File: src/rtl/serial_add_pkg.sv
// Shared definitions for the bit-serial adder family: sequencer state
// encoding and the default operand width.
package serial_add_pkg;

  localparam int DEFAULT_WIDTH = 4;

  typedef enum logic [1:0] {
    IDLE,
    RUN,
    DONE
  } state_t;

endpackage

File: src/rtl/serial_fa_cell.sv
// Combinational full adder built from two half-adder stages and an OR gate,
// shared by the serial adder family.
module serial_fa_cell (
  input  logic x,
  input  logic y,
  input  logic ci,
  output logic s,
  output logic co
);

  logic p;
  logic g1;
  logic g2;

  // First half adder combines the operand bits, second folds in the carry.
  assign p  = x ^ y;
  assign g1 = x & y;
  assign s  = p ^ ci;
  assign g2 = p & ci;
  assign co = g1 | g2;

endmodule

File: src/rtl/serial_adder_sequencer.sv
// Bit-serial adder: one full-adder cell is reused LSB first across WIDTH
// clocks, with valid/ready handshakes on the operand and result sides.
module serial_adder_sequencer
  import serial_add_pkg::*;
#(
  parameter int WIDTH = DEFAULT_WIDTH
) (
  input  logic             clk,
  input  logic             rst_n,
  input  logic             in_valid,
  output logic             in_ready,
  input  logic [WIDTH-1:0] a,
  input  logic [WIDTH-1:0] b,
  input  logic             cin,
  output logic             out_valid,
  input  logic             out_ready,
  output logic [WIDTH-1:0] sum,
  output logic             cout,
  output logic             busy
);

  localparam int CNT_W = $clog2(WIDTH) + 1;
  localparam logic [CNT_W-1:0] LAST_BIT = CNT_W'(WIDTH - 1);

  state_t           state;
  state_t           state_next;
  logic [WIDTH-1:0] a_sr;
  logic [WIDTH-1:0] b_sr;
  logic [WIDTH-1:0] sum_r;
  logic [WIDTH-1:0] sum_next;
  logic             carry;
  logic [CNT_W-1:0] cnt;
  logic             fa_s;
  logic             fa_co;

  serial_fa_cell u_fa (
    .x  (a_sr[0]),
    .y  (b_sr[0]),
    .ci (carry),
    .s  (fa_s),
    .co (fa_co)
  );

  always_ff @(posedge clk or negedge rst_n) begin
    if (!rst_n) begin
      state <= IDLE;
    end else begin
      state <= state_next;
    end
  end

  always_comb begin
    state_next = state;
    unique case (state)
      IDLE:    if (in_valid)         state_next = RUN;
      RUN:     if (cnt == LAST_BIT)  state_next = DONE;
      DONE:    if (out_ready)        state_next = IDLE;
      default:                       state_next = IDLE;
    endcase
  end

  // New sum bit enters at the MSB so the result lands aligned after WIDTH shifts.
  always_comb begin
    sum_next           = sum_r >> 1;
    sum_next[WIDTH-1]  = fa_s;
  end

  always_ff @(posedge clk or negedge rst_n) begin
    if (!rst_n) begin
      a_sr  <= '0;
      b_sr  <= '0;
      sum_r <= '0;
      carry <= 1'b0;
      cnt   <= '0;
    end else begin
      if (state == IDLE && in_valid) begin
        a_sr  <= a;
        b_sr  <= b;
        carry <= cin;
        cnt   <= '0;
      end else if (state == RUN) begin
        a_sr  <= a_sr >> 1;
        b_sr  <= b_sr >> 1;
        sum_r <= sum_next;
        carry <= fa_co;
        cnt   <= cnt + CNT_W'(1);
      end
    end
  end

  assign in_ready  = (state == IDLE);
  assign out_valid = (state == DONE);
  assign busy      = (state != IDLE);
  assign sum       = sum_r;
  assign cout      = carry;

endmodule

File: config.mk
export PLATFORM = sky130hd
export DESIGN_NAME = serial_adder_sequencer
export DESIGN_NICKNAME = d
export VERILOG_FILES = /design/src/rtl/serial_add_pkg.sv /design/src/rtl/serial_fa_cell.sv /design/src/rtl/serial_adder_sequencer.sv
export SDC_FILE = /design/constraint.sdc
export NUM_CORES = 1
export LEC_CHECK = 0
export ABC_AREA = 0
export CORE_MARGIN = 8
export CORE_UTILIZATION = 60
export DETAILED_ROUTE_END_ITERATION = 6
export DONT_BUFFER_PORTS = 1
export GPL_TIMING_DRIVEN = 0
export PLACE_DENSITY_LB_ADDON = 0.2
export SYNTH_ARGS = -nofsm -noshare
export SYNTH_HDL_FRONTEND = slang
export SYNTH_HIERARCHICAL = 1
export SYNTH_SLANG_ARGS = --single-unit
export TNS_END_PERCENT = 20
File: constraint.sdc
create_clock -name clk -period 2.5 [get_ports clk]
set_clock_uncertainty 0.1 [all_clocks]
set_input_delay 0.375 -clock clk [delete_from_list [all_inputs] [get_ports clk]]
set_output_delay 0.375 -clock clk [all_outputs]
set_load 0.01 [all_outputs]
=== After elaboration in Yosys (flattened, before gate mapping) ===
Index checks and enable logic that the tools add are counted.

* Output and inout bits: 8
* Logic and storage cells: 37
* Input port bits: 13
* Bits in registers: 18

* Bitwise gates (word level): 6
* Add/sub/neg operators: 1
* Equal/unequal tests: 6
* Muxes and demuxes: 12
* Reduce and logical (&&, ||, !) cells: 6

{| class="wikitable"
|+ Operator list
! operator !! count
|-
| $mux W4 || 4
|-
| $mux W2 || 3
|-
| $mux W3 || 2
|-
| $pmux W2 S3 || 1
|-
| $ne A2 B2 Y1 const B || 2
|-
| $reduce_bool A2 Y1 || 2
|-
| $add A3 B1 Y3 const B || 1
|-
| $eq A3 B2 Y1 const B || 1
|-
| $reduce_and A3 Y1 || 1
|-
| $and A1 B1 Y1 || 2
|-
| $eq A2 B1 Y1 const B || 1
|-
| $eq A2 B2 Y1 const B || 1
|-
| $logic_not A2 Y1 || 1
|-
| $mux W1 || 2
|-
| $ne A2 B1 Y1 const B || 1
|-
| $reduce_and A2 Y1 || 1
|-
| $xor A1 B1 Y1 || 2
|-
| $logic_and A1 B1 Y1 || 1
|-
| $not A1 Y1 || 1
|-
| $or A1 B1 Y1 || 1
|}

=== Depth between registers and ports, before layout ===
* Depth in word-level cells: 5
* Depth in mapped cells: 5
* Gate-level depth less buffers: 5

=== Modules after synthesis ===
Netlist, hierarchy kept.

{| class="wikitable"
|+ By module, submodules not included
! module !! area an instance (um2) !! cells each !! instances !! sequential area each (um2)
|-
| serial_adder_sequencer || 809.5 || 72 || 1 || 450.4
|-
| serial_fa_cell || 20.0 || 1 || 1 || 0.0
|}

=== Worst setup path after synthesis ===
No wires, ideal clock.

* Path kind: register to output
* Start: register state[1]
* End: output busy
* Required time: 2.025 ns
* Stages on the path, launching flop included: 4
* Buffers on the path: 1
* Setup slack: 1.130 ns
* Arrival time: 0.895 ns
* Cell sequence: dfrtp_1 > buf_6 > nor2_1 > inv_1

* Word-level cells in the longest chain between the ends: 1

{| class="wikitable"
|+ Ends and longest elaborated chain
! element !! RTL line !! text
|-
| from (decl) || serial_adder_sequencer.sv:25 || <nowiki>state_t state;</nowiki>
|-
| from (signal assigned) || serial_adder_sequencer.sv:48 || <nowiki>state <= state_next;</nowiki>
|-
| $reduce_bool A2 Y1 || serial_adder_sequencer.sv:93 || <nowiki>assign busy = (state != IDLE);</nowiki>
|-
| to (decl) || serial_adder_sequencer.sv:19 || <nowiki>output logic busy</nowiki>
|}

Every way passes these cells.

=== Worst setup path after layout ===
* Start: register state[0]
* End: output busy

Same word-level chain as after synthesis.

==> metrics.md <==
| Metric | Value |
|---|---|
| Final Hold Vio Count | 0 |
| Num rows | 13 |
| Core region area | 1301 µm² |
| Largest stage delay, worst path | 480 ps |
| Clock Sinks | 18 |
| Die W | 53.19 µm |
| TNS Setup | 0 ps |
| Max Cap Viol | 0 |
| Vias in the first global route | 640 |
| Mapped Area | 829.5 µm² |
| Clock power share | 13.8% |
| First-pass detailed-route iteration total | 4 |
| Placed cells | 88 |
| Final hold slack | 123.4 ps |
| Outcome | completed |
| Top-Level Pins | 21 |
| Syn. warnings | 6 |
| Synth Area in Adders | 5.430% |
| Fmax | 558.2 MHz |
| Vias per cell | 6.505 |
| Post-route total power | 1262 µW |
| Pwr dens | 1411 nW/µm² |
| Fraction of registers with async set/reset | 100.0% |
| Worst path arrival time | 1320 ps |
| Worst-path clk slew | 100 ps |
| Crit path launch type | register |
| Met1 GRT Util | 14.07% |
| FILL cells | 96 |
| Max_slew headroom | 48.36% |
| ANT cells | 0 |
| Share of total power in sequential cells | 44.7% |
| Fin crit share | 71.66% |
| Sw frac | 38.11% |
| Switching power | 481.0 µW |
| Post-layout min period | 1791 ps |
| Yosys cell types | 21 |
| Multi-input logic area | 334.1 µm² |
| Floorplan die height | 53.19 µm |
| Initial antenna violation count | 0 |
| Comb power frac | 41.5% |
| DIE AREA | 2829 µm² |
| Mux contribution to synthesized area | 5.882% |
| Clock buffer depth | 2 |
| Largest family of logic cells by synthesized area | compound AO/OA/AOI/OAI gates |
| Wire length per cell | 18.16 µm |
| CP Cell Sequence | nor2_1 -> inv_1 |
| Final setup fails | 0 |
| Synth Area in Compound Gates | 21.12% |
| Critical-path top delay cell | dfrtp_1 |
| Top cell type's share of synthesized area | 54.30% |
| Synth Instances | 73 |
| CP max FO | 7 |
| Internal power | 781.3 µW |
| GR Layer Usage met2 | 21.88% |
| Routability Congestion | 0.7411 |
| Initial DRC count | 33 |
| Yosys top cell by area | dfrtp_1 |
| Crit path kind | register to output port |
| Synth top cells by count | 18 x dfrtp_1, 13 x o22ai_1, 7 x a21oi_1, 6 x nor2_1, 5 x inv_1 |
| Via count | 605 |
| Top FF cell, synth | dfrtp_1 |
| Worst vdd ir | 0.6814 mV |
| Max-slew violations | 0 |
| FF+latch area | 450.4 µm² |
| Initial Util | 63.75% |
| DRC | 0 |
| Critical path endpoint category | output port |
| First-pass GRT wire length | 2684 µm |
| Worst Tran Pin Value | 772.1 ps |
| EDFF count, synth | 0 |
| Post_cts resized | 0 |
| Layout cells sized above 1 | 15.38% |
| Finished Layout Cells | 93 |
| Post-CTS Setup Bufs | 0 |
| Post-Synth Simple-Gate Area | 7.843% |
| Pleak | 0.0003903 µW |
| Largest net degree at the start of global routing | 19 |
| CTS Root Cell | clkbuf_4 |
| RSZ-0062 raised after global routing | no |
| GR peak layer | met2 |
| Register area share after synthesis | 54.30% |
| Synth Register Bits | 18 |
| Syn_area_per_cell | 11.36 µm² |
| Global route overflow | 0 |
| Area Overhead vs Synth | 7.843% |
| Final WL | 1689 µm |
| Syn Nets | 89 |
| Synth Area in XOR/XNOR | 0% |
| Clk_lat worst skew | 280 ps |
| Global routing usage on met3 | 3.361% |
| CTS tree | done |
| Most common cell in the netlist | dfrtp_1 |
| TritonCTS Buffers | 3 |
| Post-route ant nets | 0 |
| Synth area leaders | dfrtp_1 54%, o22ai_1 9.8%, a21oi_1 4.2% |
| Post-DP HPWL | 1243 µm |
| Max H-tree Level | 1 |
| Hold Crit Class | input port to register |
| Number of port buffers | 0 |
| GRT Total Usage | 12.73% |
| Final nets | 95 |
| Worst Path Required | 2030 ps |
==> cell families after synthesis <==
group	Yosys count
AND/OR/NAND/NOR	12
adder cells (fa/ha/maj)	3
buffers and inverters	8
AO/OA/AOI/OAI	28
multiplexers	4
flip-flops	18
==> cell type report <==
cell class              count  share of cell area (%)
flip-flops and latches     18                   50.35
multi-input cells          47                   37.34
clock buffers               4                   4.056
plain buffers               3                   2.937
inverters                   5                   2.098
well taps                  15                   2.098
repair buffers              1                   1.119
==> what timing repair did <==
action / 4_1_cts / 5_1_grt
endpoints found under the setup margin: 0 / 0
hold buffers: 1 / 0
hold endpoints to repair: 18 / 0
==> path summary, 6_finish.rpt <==
path / start / endpoint / slack [ps] / depth (start not counted)
min in group asynchronous: rst_n / sum[3]$_DFFE_PN0P_ / 500 / 1
max in group asynchronous: rst_n / cout$_DFFE_PN0P_ / 1320 / 1
worst max register to register: cout$_DFFE_PN0P_ / sum[3]$_DFFE_PN0P_ / 1110 / 2
worst min-delay path: b[3] / b_sr[3]$_DFFE_PN0P_ / 120 / 2
worst min register to register: cnt[0]$_DFFE_PN0P_ / cnt[0]$_DFFE_PN0P_ / 400 / 1
worst max-delay path: state[0]$_DFFE_PN0P_ / busy / 710 / 2
==> critical path, delay by kind of cell (launching register included) <==
| family | cells | cell delay, ps |
|---|---|---|
| buf+inv | 1 | 150 |
| simple gates | 1 | 400 |
| flops | 1 | 480 |
==> power by group through the flow <==
stage	Combinational [µW]	Sequential, µW	Clock (µW)
after floorplan	434	542	0
after global placement	492	566	0
after detailed placement	521	573	0
after CTS	529	566	180
after global routing	586	582	190
final	524	564	174
==> registers in the layout (all words and copies together) (netlist names) <==
signal and cells:
sum 4, state 2, a_sr 4, b_sr 4, cnt 3, cout 1
==> routing by layer <==
layer | part of all wire (%) | wire, µm
met1 | 42 | 712
met5 | 0 | 0
met2 | 50 | 838
met3 | 6.9 | 116
met4 | 1.3 | 22
==> through the flow <==
step	utilization [%]	cell area [µm²]	setup slack, ps
floorplan	-	829.5	1130
global placement	65.19	848.3	1044
detailed placement	65.19	848.3	1009
CTS	68.75	894.6	676.0
global route	68.75	894.6	610.6
finish	68.75	894.6	708.5
==> layout by cell type (no fill, tap or decap), drive strengths merged <==
| master | instances |
|---|---|
| nand3b | 1 |
| fa | 1 |
| buf | 3 |
| mux2 | 4 |
| nor2 | 6 |
| a32o | 1 |
| dfrtp | 18 |
| o22ai | 13 |
| a21oi | 7 |
| nand3 | 1 |
| nor2b | 1 |
| nand2 | 1 |
| nand2b | 2 |
| o21ai | 4 |
| o221a | 1 |
| a22o | 2 |
| ha | 2 |
| dlygate4sd3 | 1 |
| clkbuf | 4 |
| inv | 5 |
Note: power is estimated with default switching activity, not from simulation.
